===== config.mk =====
export PLATFORM = sky130hd
export DESIGN_NAME = psram_qspi_target
export DESIGN_NICKNAME = d
export VERILOG_FILES = /design/src/rtl/psram_target_pkg.sv /design/src/rtl/psram_link_sync.sv /design/src/rtl/psram_qspi_target.sv
export SDC_FILE = /design/constraint.sdc
export NUM_CORES = 1
export LEC_CHECK = 0
export ABC_AREA = 1
export CAP_MARGIN = 20
export CORE_MARGIN = 1.5
export CORE_UTILIZATION = 30
export CTS_CLUSTER_SIZE = 10
export DETAILED_ROUTE_END_ITERATION = 8
export GPL_ROUTABILITY_DRIVEN = 0
export PLACE_DENSITY = 0.45
export SLEW_MARGIN = 40
export SYNTH_ARGS = -nofsm -noshare
export SYNTH_HDL_FRONTEND = slang
export SYNTH_SLANG_ARGS = --single-unit

===== constraint.sdc =====
create_clock -name clk -period 2.5 [get_ports clk]
set_input_delay 0.625 -clock clk [delete_from_list [all_inputs] [get_ports clk]]
set_output_delay 0.625 -clock clk [all_outputs]
set_load 0.05 [all_outputs]

===== src/rtl/psram_target_pkg.sv =====
// Shared definitions for the QPI PSRAM target.
// Holds the supported command opcodes, the address phase length and the
// transaction state encoding used by psram_qspi_target.
package psram_target_pkg;

    localparam logic [7:0] CMD_QREAD    = 8'hEB;
    localparam logic [7:0] CMD_QWRITE   = 8'h38;
    localparam logic [2:0] ADDR_NIBBLES = 3'd6;

    typedef enum logic [2:0] {
        IDLE   = 3'd0,
        CMD    = 3'd1,
        ADDR   = 3'd2,
        DUMMY  = 3'd3,
        RDATA  = 3'd4,
        WDATA  = 3'd5,
        IGNORE = 3'd6
    } state_e;

endpackage


===== src/rtl/psram_link_sync.sv =====
// Link input synchronizer for the PSRAM target.
// Brings sck, ce_n and the quad data lanes into clk through SYNC_STAGES
// flops, then produces registered one-clk edge pulses. d_sync is delayed
// by the same amount as the edge pulses, so it is the value present on
// the lanes when sck rose.
//   clk, rst          system clock, synchronous active-high reset
//   sck, ce_n, d_in   raw link inputs
//   sck_rise/fall     one-clk pulses on synchronized sck edges
//   ce_fall/rise      one-clk pulses on synchronized ce_n edges
//   d_sync            data lanes aligned with sck_rise
module psram_link_sync #(
    parameter int SYNC_STAGES = 2
) (
    input  logic       clk,
    input  logic       rst,
    input  logic       sck,
    input  logic       ce_n,
    input  logic [3:0] d_in,
    output logic       sck_rise,
    output logic       sck_fall,
    output logic       ce_fall,
    output logic       ce_rise,
    output logic [3:0] d_sync
);

    logic [SYNC_STAGES-1:0] sck_sr;
    logic [SYNC_STAGES-1:0] ce_sr;
    logic [3:0]             d_sr [SYNC_STAGES];
    logic                   sck_prev;
    logic                   ce_prev;

    always_ff @(posedge clk) begin
        if (rst) begin
            // Reset to the idle link state so release does not fake an edge.
            sck_sr   <= '0;
            ce_sr    <= '1;
            for (int i = 0; i < SYNC_STAGES; i++) d_sr[i] <= 4'h0;
            sck_prev <= 1'b0;
            ce_prev  <= 1'b1;
            sck_rise <= 1'b0;
            sck_fall <= 1'b0;
            ce_fall  <= 1'b0;
            ce_rise  <= 1'b0;
            d_sync   <= 4'h0;
        end else begin
            sck_sr  <= {sck_sr[SYNC_STAGES-2:0], sck};
            ce_sr   <= {ce_sr[SYNC_STAGES-2:0], ce_n};
            d_sr[0] <= d_in;
            for (int i = 1; i < SYNC_STAGES; i++) d_sr[i] <= d_sr[i-1];
            sck_prev <= sck_sr[SYNC_STAGES-1];
            ce_prev  <= ce_sr[SYNC_STAGES-1];
            sck_rise <= sck_sr[SYNC_STAGES-1] & ~sck_prev;
            sck_fall <= ~sck_sr[SYNC_STAGES-1] & sck_prev;
            ce_fall  <= ~ce_sr[SYNC_STAGES-1] & ce_prev;
            ce_rise  <= ce_sr[SYNC_STAGES-1] & ~ce_prev;
            d_sync   <= d_sr[SYNC_STAGES-1];
        end
    end

endmodule


===== src/rtl/psram_qspi_target.sv =====
// QPI-mode PSRAM target: serves quad read (0xEB) and quad write (0x38)
// bursts from a byte-wide SRAM port. All link inputs are oversampled in clk.
//   clk, rst                     system clock, synchronous active-high reset
//   psram_sck_i/ce_n_i/d_i       link from the initiator
//   psram_d_o, psram_d_oe        quad read data and lane enables
//   mem_addr/re/rdata            SRAM read port (rdata one clk after re)
//   mem_we/wdata                 SRAM write strobe and data
//   busy                         transaction in progress
//   cmd_err                      one-clk pulse on an unsupported opcode
//
// state  | meaning
// IDLE   | waiting for ce_n to fall
// CMD    | collecting the 2 opcode nibbles
// ADDR   | collecting the 6 address nibbles
// DUMMY  | counting dummy sck rises while the first byte is prefetched
// RDATA  | driving read nibbles on sck falls, prefetching the next byte
// WDATA  | pairing write nibbles into bytes and committing them
// IGNORE | unsupported opcode, waiting for ce_n to rise
module psram_qspi_target
    import psram_target_pkg::*;
#(
    parameter int MEM_AW      = 10,
    parameter int DUMMY_CYC   = 6,
    parameter int SYNC_STAGES = 2
) (
    input  logic              clk,
    input  logic              rst,
    input  logic              psram_sck_i,
    input  logic              psram_ce_n_i,
    input  logic [3:0]        psram_d_i,
    output logic [3:0]        psram_d_o,
    output logic [3:0]        psram_d_oe,
    output logic [MEM_AW-1:0] mem_addr,
    output logic              mem_re,
    input  logic [7:0]        mem_rdata,
    output logic              mem_we,
    output logic [7:0]        mem_wdata,
    output logic              busy,
    output logic              cmd_err
);

    logic              sck_rise, sck_fall, ce_fall, ce_rise;
    logic [3:0]        d_sync;
    state_e            state;
    logic [2:0]        nib_cnt;
    logic [MEM_AW-1:0] shreg;      // opcode/address shifter; old bits fall off the top
    logic [MEM_AW-1:0] addr;
    logic [MEM_AW-1:0] addr_inc;
    logic [MEM_AW-1:0] addr_full;
    logic              is_write;
    logic [3:0]        dummy_cnt;
    logic [7:0]        pf_byte;
    logic              re_d;
    logic              nib_lo;     // next nibble is the low half of a byte
    logic [3:0]        wr_hi;

    psram_link_sync #(.SYNC_STAGES(SYNC_STAGES)) u_sync (
        .clk      (clk),
        .rst      (rst),
        .sck      (psram_sck_i),
        .ce_n     (psram_ce_n_i),
        .d_in     (psram_d_i),
        .sck_rise (sck_rise),
        .sck_fall (sck_fall),
        .ce_fall  (ce_fall),
        .ce_rise  (ce_rise),
        .d_sync   (d_sync)
    );

    assign addr_inc  = addr + MEM_AW'(1);
    assign addr_full = {shreg[MEM_AW-5:0], d_sync};

    always_ff @(posedge clk) begin
        if (rst) begin
            state      <= IDLE;
            psram_d_o  <= 4'h0;
            psram_d_oe <= 4'h0;
            mem_addr   <= '0;
            mem_re     <= 1'b0;
            mem_we     <= 1'b0;
            mem_wdata  <= 8'h00;
            busy       <= 1'b0;
            cmd_err    <= 1'b0;
            nib_cnt    <= 3'd0;
            shreg      <= '0;
            addr       <= '0;
            is_write   <= 1'b0;
            dummy_cnt  <= 4'd0;
            pf_byte    <= 8'h00;
            re_d       <= 1'b0;
            nib_lo     <= 1'b0;
            wr_hi      <= 4'h0;
        end else begin
            mem_re  <= 1'b0;
            mem_we  <= 1'b0;
            cmd_err <= 1'b0;
            re_d    <= mem_re;
            if (re_d) pf_byte <= mem_rdata;

            // ce_n rising overrides any sck edge seen in the same clk.
            if (ce_rise) begin
                state      <= IDLE;
                busy       <= 1'b0;
                psram_d_oe <= 4'h0;
                psram_d_o  <= 4'h0;
                nib_cnt    <= 3'd0;
                nib_lo     <= 1'b0;
                re_d       <= 1'b0;
            end else begin
                case (state)
                    IDLE: begin
                        if (ce_fall) begin
                            state   <= CMD;
                            busy    <= 1'b1;
                            nib_cnt <= 3'd0;
                        end
                    end
                    CMD: begin
                        if (sck_rise) begin
                            shreg <= addr_full;
                            if (nib_cnt == 3'd1) begin
                                nib_cnt <= 3'd0;
                                case ({shreg[3:0], d_sync})
                                    CMD_QREAD: begin
                                        state    <= ADDR;
                                        is_write <= 1'b0;
                                    end
                                    CMD_QWRITE: begin
                                        state    <= ADDR;
                                        is_write <= 1'b1;
                                    end
                                    default: begin
                                        cmd_err <= 1'b1;
                                        state   <= IGNORE;
                                    end
                                endcase
                            end else begin
                                nib_cnt <= nib_cnt + 3'd1;
                            end
                        end
                    end
                    ADDR: begin
                        if (sck_rise) begin
                            shreg <= addr_full;
                            if (nib_cnt == ADDR_NIBBLES - 3'd1) begin
                                nib_cnt <= 3'd0;
                                addr    <= addr_full;
                                nib_lo  <= 1'b0;
                                if (is_write) begin
                                    state <= WDATA;
                                end else begin
                                    mem_re    <= 1'b1;
                                    mem_addr  <= addr_full;
                                    dummy_cnt <= 4'(DUMMY_CYC);
                                    state     <= DUMMY;
                                end
                            end else begin
                                nib_cnt <= nib_cnt + 3'd1;
                            end
                        end
                    end
                    DUMMY: begin
                        if (sck_rise && dummy_cnt != 4'd0) begin
                            dummy_cnt <= dummy_cnt - 4'd1;
                        end else if (sck_fall && dummy_cnt == 4'd0) begin
                            psram_d_oe <= 4'hF;
                            psram_d_o  <= pf_byte[7:4];
                            nib_lo     <= 1'b1;
                            state      <= RDATA;
                        end
                    end
                    RDATA: begin
                        if (sck_fall) begin
                            if (nib_lo) begin
                                // pf_byte is free once its low nibble is out.
                                psram_d_o <= pf_byte[3:0];
                                nib_lo    <= 1'b0;
                                addr      <= addr_inc;
                                mem_addr  <= addr_inc;
                                mem_re    <= 1'b1;
                            end else begin
                                psram_d_o <= pf_byte[7:4];
                                nib_lo    <= 1'b1;
                            end
                        end
                    end
                    WDATA: begin
                        if (sck_rise) begin
                            if (!nib_lo) begin
                                wr_hi  <= d_sync;
                                nib_lo <= 1'b1;
                            end else begin
                                mem_we    <= 1'b1;
                                mem_addr  <= addr;
                                mem_wdata <= {wr_hi, d_sync};
                                addr      <= addr_inc;
                                nib_lo    <= 1'b0;
                            end
                        end
                    end
                    IGNORE: begin
                    end
                    default: state <= IDLE;
                endcase
            end
        end
    end

endmodule


# Word level (Yosys, flattened, before mapping)
# Memory sizes are Yosys's and may differ from the RTL's. A register that Yosys moved wholly into a read port is not among the register bits.
# Cells that the tools add are included.
# Widths: inputs -> output; s select.
[totals]
ram_bits = 8
n_memories = 1
reg_bits = 78
input_bits = 16
output_inout_bits = 30
[mem_list]
columns = ["memory", "words", "word_bits", "rd", "rd_clocked_by_memory_dff", "wr", "line_no", "text"]
rows = [
  ["u_sync.d_sr", 2, 4, 2, 1, 2, "psram_link_sync.sv:28", "logic [3:0] d_sr [SYNC_STAGES];"],
]
[classes]
n_reduce_logical = 30
n_bitwise = 18
eq_ne = 23
n_addsub = 3
muxes = 61
[ops]
columns = ["operator", "count"]
rows = [
  ["$mux 10", 12],
  ["$pmux 10 s3", 2],
  ["$mux 3", 14],
  ["$mux 4", 10],
  ["$mux 1", 16],
  ["$ne 2x2->1 const B", 8],
  ["$pmux 4 s2", 2],
  ["$reduce_and 4->1", 4],
  ["$pmux 3 s5", 1],
  ["$eq 3x3->1 const B", 4],
  ["$not 1->1", 12],
  ["$reduce_and 6->1", 2],
  ["$add 10x1->10 const B", 1],
  ["$ne 2x1->1 const B", 5],
  ["$pmux 3 s3", 1],
  ["$reduce_and 9->1", 1],
  ["$eq 8x6->1 const B", 1],
  ["$eq 8x8->1 const B", 1],
  ["$reduce_and 8->1", 1],
  ["$reduce_bool 4->1", 2],
  ["$reduce_and 7->1", 1],
  ["$eq 3x1->1 const B", 2],
  ["$eq 3x2->1 const B", 2],
  ["$reduce_and 3->1", 2],
  ["17 further kinds", 28],
]

# Depth between registers and ports, before layout
[depth]
word_depth = 6
ltp_mapped = 11
ltp_nobuf = 11

# Hierarchy
# Synthesis repeated with hierarchy kept, for this count alone.
[hier_totals]
cells_unflattened = 613
area_unflattened_um2 = 4140.2
[modules_own_cells]
columns = ["module", "cells_per_inst", "seq_area_each_um2", "area_each_um2", "n_inst"]
rows = [
  ["psram_qspi_target", 547, 1361.3, 3510.9, 1],
  ["psram_link_sync", 66, 440.4, 629.4, 1],
]

# Worst setup path before layout
# No wires, ideal clock.
[synth_timing]
path_kind = "register -> register"
start = "register state[1]"
end = "register mem_addr[0]"
period_less_slack_ns = 1.793
arrival_ns = 1.728
setup_ns = 0.065
n_path_buf = 2
required_ns = 2.435
slack_ns = 0.707
stages_incl_launch_ff = 12
cell_sequence = "dfxtp_1 inv_4 ha_1 buf_2 inv_1 clkbuf_1 nand2_1 o21ai_0 a21oi_1 nand3_1 nand2_1 nor2_1"
[synth_between]
elab_chain_len = 3
word_cells_on_any_way = 13
classes_between = "eq/ne: 10; mux: 1; reduce/logical: 2"
[synth_rtl]
columns = ["item", "line_no", "text"]
rows = [
  ["from (decl)", "psram_qspi_target.sv:44", "state_e state;"],
  ["from (signal assigned)", "psram_qspi_target.sv:75", "state <= IDLE;"],
  ["from (signal assigned)", "psram_qspi_target.sv:102", "state <= IDLE;"],
  ["from (signal assigned)", "psram_qspi_target.sv:113", "state <= CMD;"],
  ["$eq 3x2->1 / $eq 3x3->1 (equally long branches)", "psram_qspi_target.sv:110", "case (state)"],
  ["$ne 2x1->1 (no source line) (tied with other cells)", "n/a", ""],
  ["$reduce_and 9->1 (no source line)", "n/a", ""],
  ["to (signal assigned)", "psram_qspi_target.sv:153", "mem_addr <= addr_full;"],
  ["to (signal assigned)", "psram_qspi_target.sv:179", "mem_addr <= addr_inc;"],
  ["to (signal assigned)", "psram_qspi_target.sv:194", "mem_addr <= addr;"],
  ["to (decl)", "psram_qspi_target.sv:33", "output logic [MEM_AW-1:0] mem_addr,"],
]
# Parallel ways exist; a longest one is shown, timed or not.
# A chain may end at the register's enable or synchronous reset.

==> impl_metrics.tcl <==
set metrics [dict create \
    register_area_sq_mm 0.001802 \
    clock-sinks 90 \
    outcome "finished clean" \
    h-tree-depth 3 \
    start_kind "register" \
    floorplan.initialDensity_pct 31.07 \
    fin_crit_sh_pct 87.45 \
    crit_type "reg -> out" \
    boundaryPins 46 \
    dp_hpwl_um 7517 \
    critPathTopFamily "buffers and inverters" \
    finalPower_mw 3.685 \
    required_ns 1.88 \
    skew_ns 0.009050 \
    pwr-share-comb_pct 19.7 \
    cts_setup_buffers 0 \
    grt_pass1_wl_um 17460 \
    core.rowCount 42 \
    post_drt_wl_per_cell_um 12.41 \
    grt_pass1_vias 3637 \
    rsz0062_at_grt "false" \
    grt_max_degree 41 \
    fp.dieH_um 120.6 \
    crit_arrival_ns 1.56 \
    nNetsFinal 664 \
    holdBufCountCts 0 \
    overflow 0 \
    hp-class "reg -> reg" \
    worstPathMaxFanout 5 \
    synthCells 597 \
    via_count 3710 \
    dr.pass1.iters 4 \
    design_area_sq_mm 0.005076 \
    leakagePower_nw 2.079 \
    numCtsBuffers 9 \
    avgSynthCellArea_sq_um 6.948 \
    antenna_found_initial 0 \
    path_clk_slew_ns 0.06 \
    drv_cap 0 \
    drc 0 \
    dieWidth_um 120.6 \
    netSwitchingFraction_pct 31.22 \
    ant_nets 0 \
    synthesis.yosys.warnings 0 \
    p_per_area_mw_per_mm2 726.0 \
    place_area_sq_mm 0.004778 \
    drv_slew 0 \
    finalHoldViolCount 0 \
    synth_area_sq_mm 0.004148 \
    power.share.clock_pct 36.4 \
    p_int_mw 2.535 \
    syn_nets 618 \
    cp_cell_sequence "clkdlybuf4s50_1" \
    cts_resized 0 \
    num_antenna_cells 0 \
    ys_ff_latch 90 \
    layout-drive-gt1-share_pct 7.716 \
    fmax_mhz 457.4 \
    seqPwrFrac_pct 43.9 \
    fin_tns_setup_ns 0 \
    worst_pin_slew_ns 0.5177 \
    dieArea_sq_mm 0.01454 \
    portBuffers 45 \
    drt_iter0_markers 170 \
    drt-total-wl_um 10230 \
    clockRootBuffer "clkbuf_16" \
    n_fill_cell 1478 \
    ys_seq_area_share_pct 43.44 \
    multi_input_area_sq_mm 0.001969 \
    endpoint_kind "output pin" \
    setup_viol 0 \
    path_buf_inv 1 \
    synth_cell_types 38 \
    slowest_delay_ns 0.83 \
    cts_tree "yes" \
    p_sw_mw 1.150 \
    area_growth_pct 22.38 \
    slowest_stage "clkdlybuf4s50_1" \
    vias_per_cell 4.502 \
    clk_latency_ns 0.35 \
    grt_usage_pct 15.33 \
    cts_max_path_buffers 2 \
    period_needed_ns 2.186 \
    ir_drop_v 0.0002591 \
    core_area_sq_mm 0.01335 \
    relSlewSlack_pct 65.25 \
]
## cell usage in the layout, fill, tap and decap left out, types with 2 or more instances in the layout
cell type        count
o21bai_1             3
o211a_1              2
nand2_4              3
inv_2                5
or2_2                2
nor2_2               2
buf_4                7
nand3_1             44
ha_1                 5
xor2_1               3
dfxtp_1             90
clkinv_2             2
inv_6                2
nor3_1               8
inv_1               63
a21oi_1             38
nand2_1            116
clkinv_1             3
inv_4                2
nor2_4               4
nand2_2              3
clkdlybuf4s50_1     45
nand4_1              3
o21ai_0             50
nor2_1             118
xnor2_1              2
clkbuf_16            9
clkbuf_8             3
## power by group through the flow
stage / clock network, mW / registers [mW] / logic [mW]
finish: 1.34 / 1.62 / 0.727
global route: 1.44 / 1.63 / 0.822
CTS: 1.38 / 1.62 / 0.737
detailed placement: 0 / 1.65 / 0.733
global placement: 0 / 1.65 / 0.729
floorplan: 0 / 1.73 / 0.447
## cell families (layout without fill, tap and decap cells)
family | after synthesis | after routing | share of synthesized area [%]
buffers and inverters | 91 | 142 | 9.080
AND/OR/NAND/NOR | 308 | 308 | 32.43
XOR/XNOR | 5 | 5 | 1.056
flip-flops | 90 | 90 | 43.44
adder cells (fa/ha/maj) | 5 | 5 | 1.508
AO/OA/AOI/OAI | 98 | 98 | 12.49
## cells in the mapped netlist (all sizes together)
cell / n / area, sq um
clkbuf: 8 / 30.03
dfxtp: 90 / 1802
nand3b: 1 / 7.510
o21bai: 3 / 22.52
nor3: 9 / 50.05
o211ai: 1 / 7.510
clkinv: 4 / 16.26
buf: 9 / 62.56
xor2: 3 / 26.28
nor2: 125 / 520.5
o211a: 2 / 20.02
nand2: 122 / 488.0
xnor2: 2 / 17.52
a31oi: 1 / 6.260
o21ai: 52 / 264.0
a21oi: 38 / 190.2
inv: 70 / 267.8
nand4: 3 / 18.77
ha: 5 / 62.56
a21boi: 1 / 7.510
nand3: 46 / 247.7
or2: 2 / 12.51
## stage by stage
step,instances,utilization (%),setup WS [ns],hold WS [ns]
after floorplan,597,-,0.7068,0.3883
after global placement,808,35.80,0.5855,0.3907
after detailed placement,808,35.80,0.5487,0.3923
after CTS,824,38.03,0.2787,0.4017
after global routing,824,38.03,0.2584,0.4153
final,824,38.03,0.3136,0.4011
## cell type report
class                           count  area share (%)
Inverter                           74           5.595
Multi-Input combinational cell    416           38.80
Tap cell                          176           4.338
Clock inverter                      4          0.6162
Sequential cell                    90           35.49
Clock buffer                       12           5.250
Timing Repair Buffer               52           9.909
## worst paths after layout
kind | from | to | slack (ns) | cells after the start
worst max-delay path | psram_d_oe[0]$_SDFFE_PP0P_ | psram_d_oe[1] | 0.31 | 1
worst min-delay path | u_sync.d_sr[1][3]$_SDFF_PP0_ | u_sync.d_sync[3]$_SDFF_PP0_ | 0.40 | 2
worst max register to register | state[1]$_SDFFE_PP0P_ | addr[9]$_SDFFE_PP0P_ | 0.58 | 8
worst min register to register | u_sync.d_sr[1][3]$_SDFF_PP0_ | u_sync.d_sync[3]$_SDFF_PP0_ | 0.40 | 2
## state kept, by name, summed over array words and instances (netlist names), 2 cells and up
register	count
addr	10
dummy_cnt	4
mem_addr	10
mem_wdata	8
nib_cnt	3
pf_byte	8
psram_d_o	4
shreg	6
state	3
u_sync.ce_sr	2
u_sync.d_sr	8
u_sync.d_sync	4
u_sync.sck_sr	2
wr_hi	4
## worst min-delay path: cells and delay by family (launching register included)
family        cells  cell delay, ns
simple gates      1            0.03
buf+inv           1            0.04
flops             1            0.30
## routing by layer
| layer | vias to the layer above | track usage [%] | wire (um) |
|---|---|---|---|
| li1 | 1978 | - | - |
| met1 | 1674 | 19.72 | 5132 |
| met2 | 44 | 24.96 | 4594 |
| met3 | 14 | 3.585 | 308 |
| met4 | 0 | 5.735 | 193 |
| met5 | - | 0 | 0 |
(Power assumes the default switching activity.)
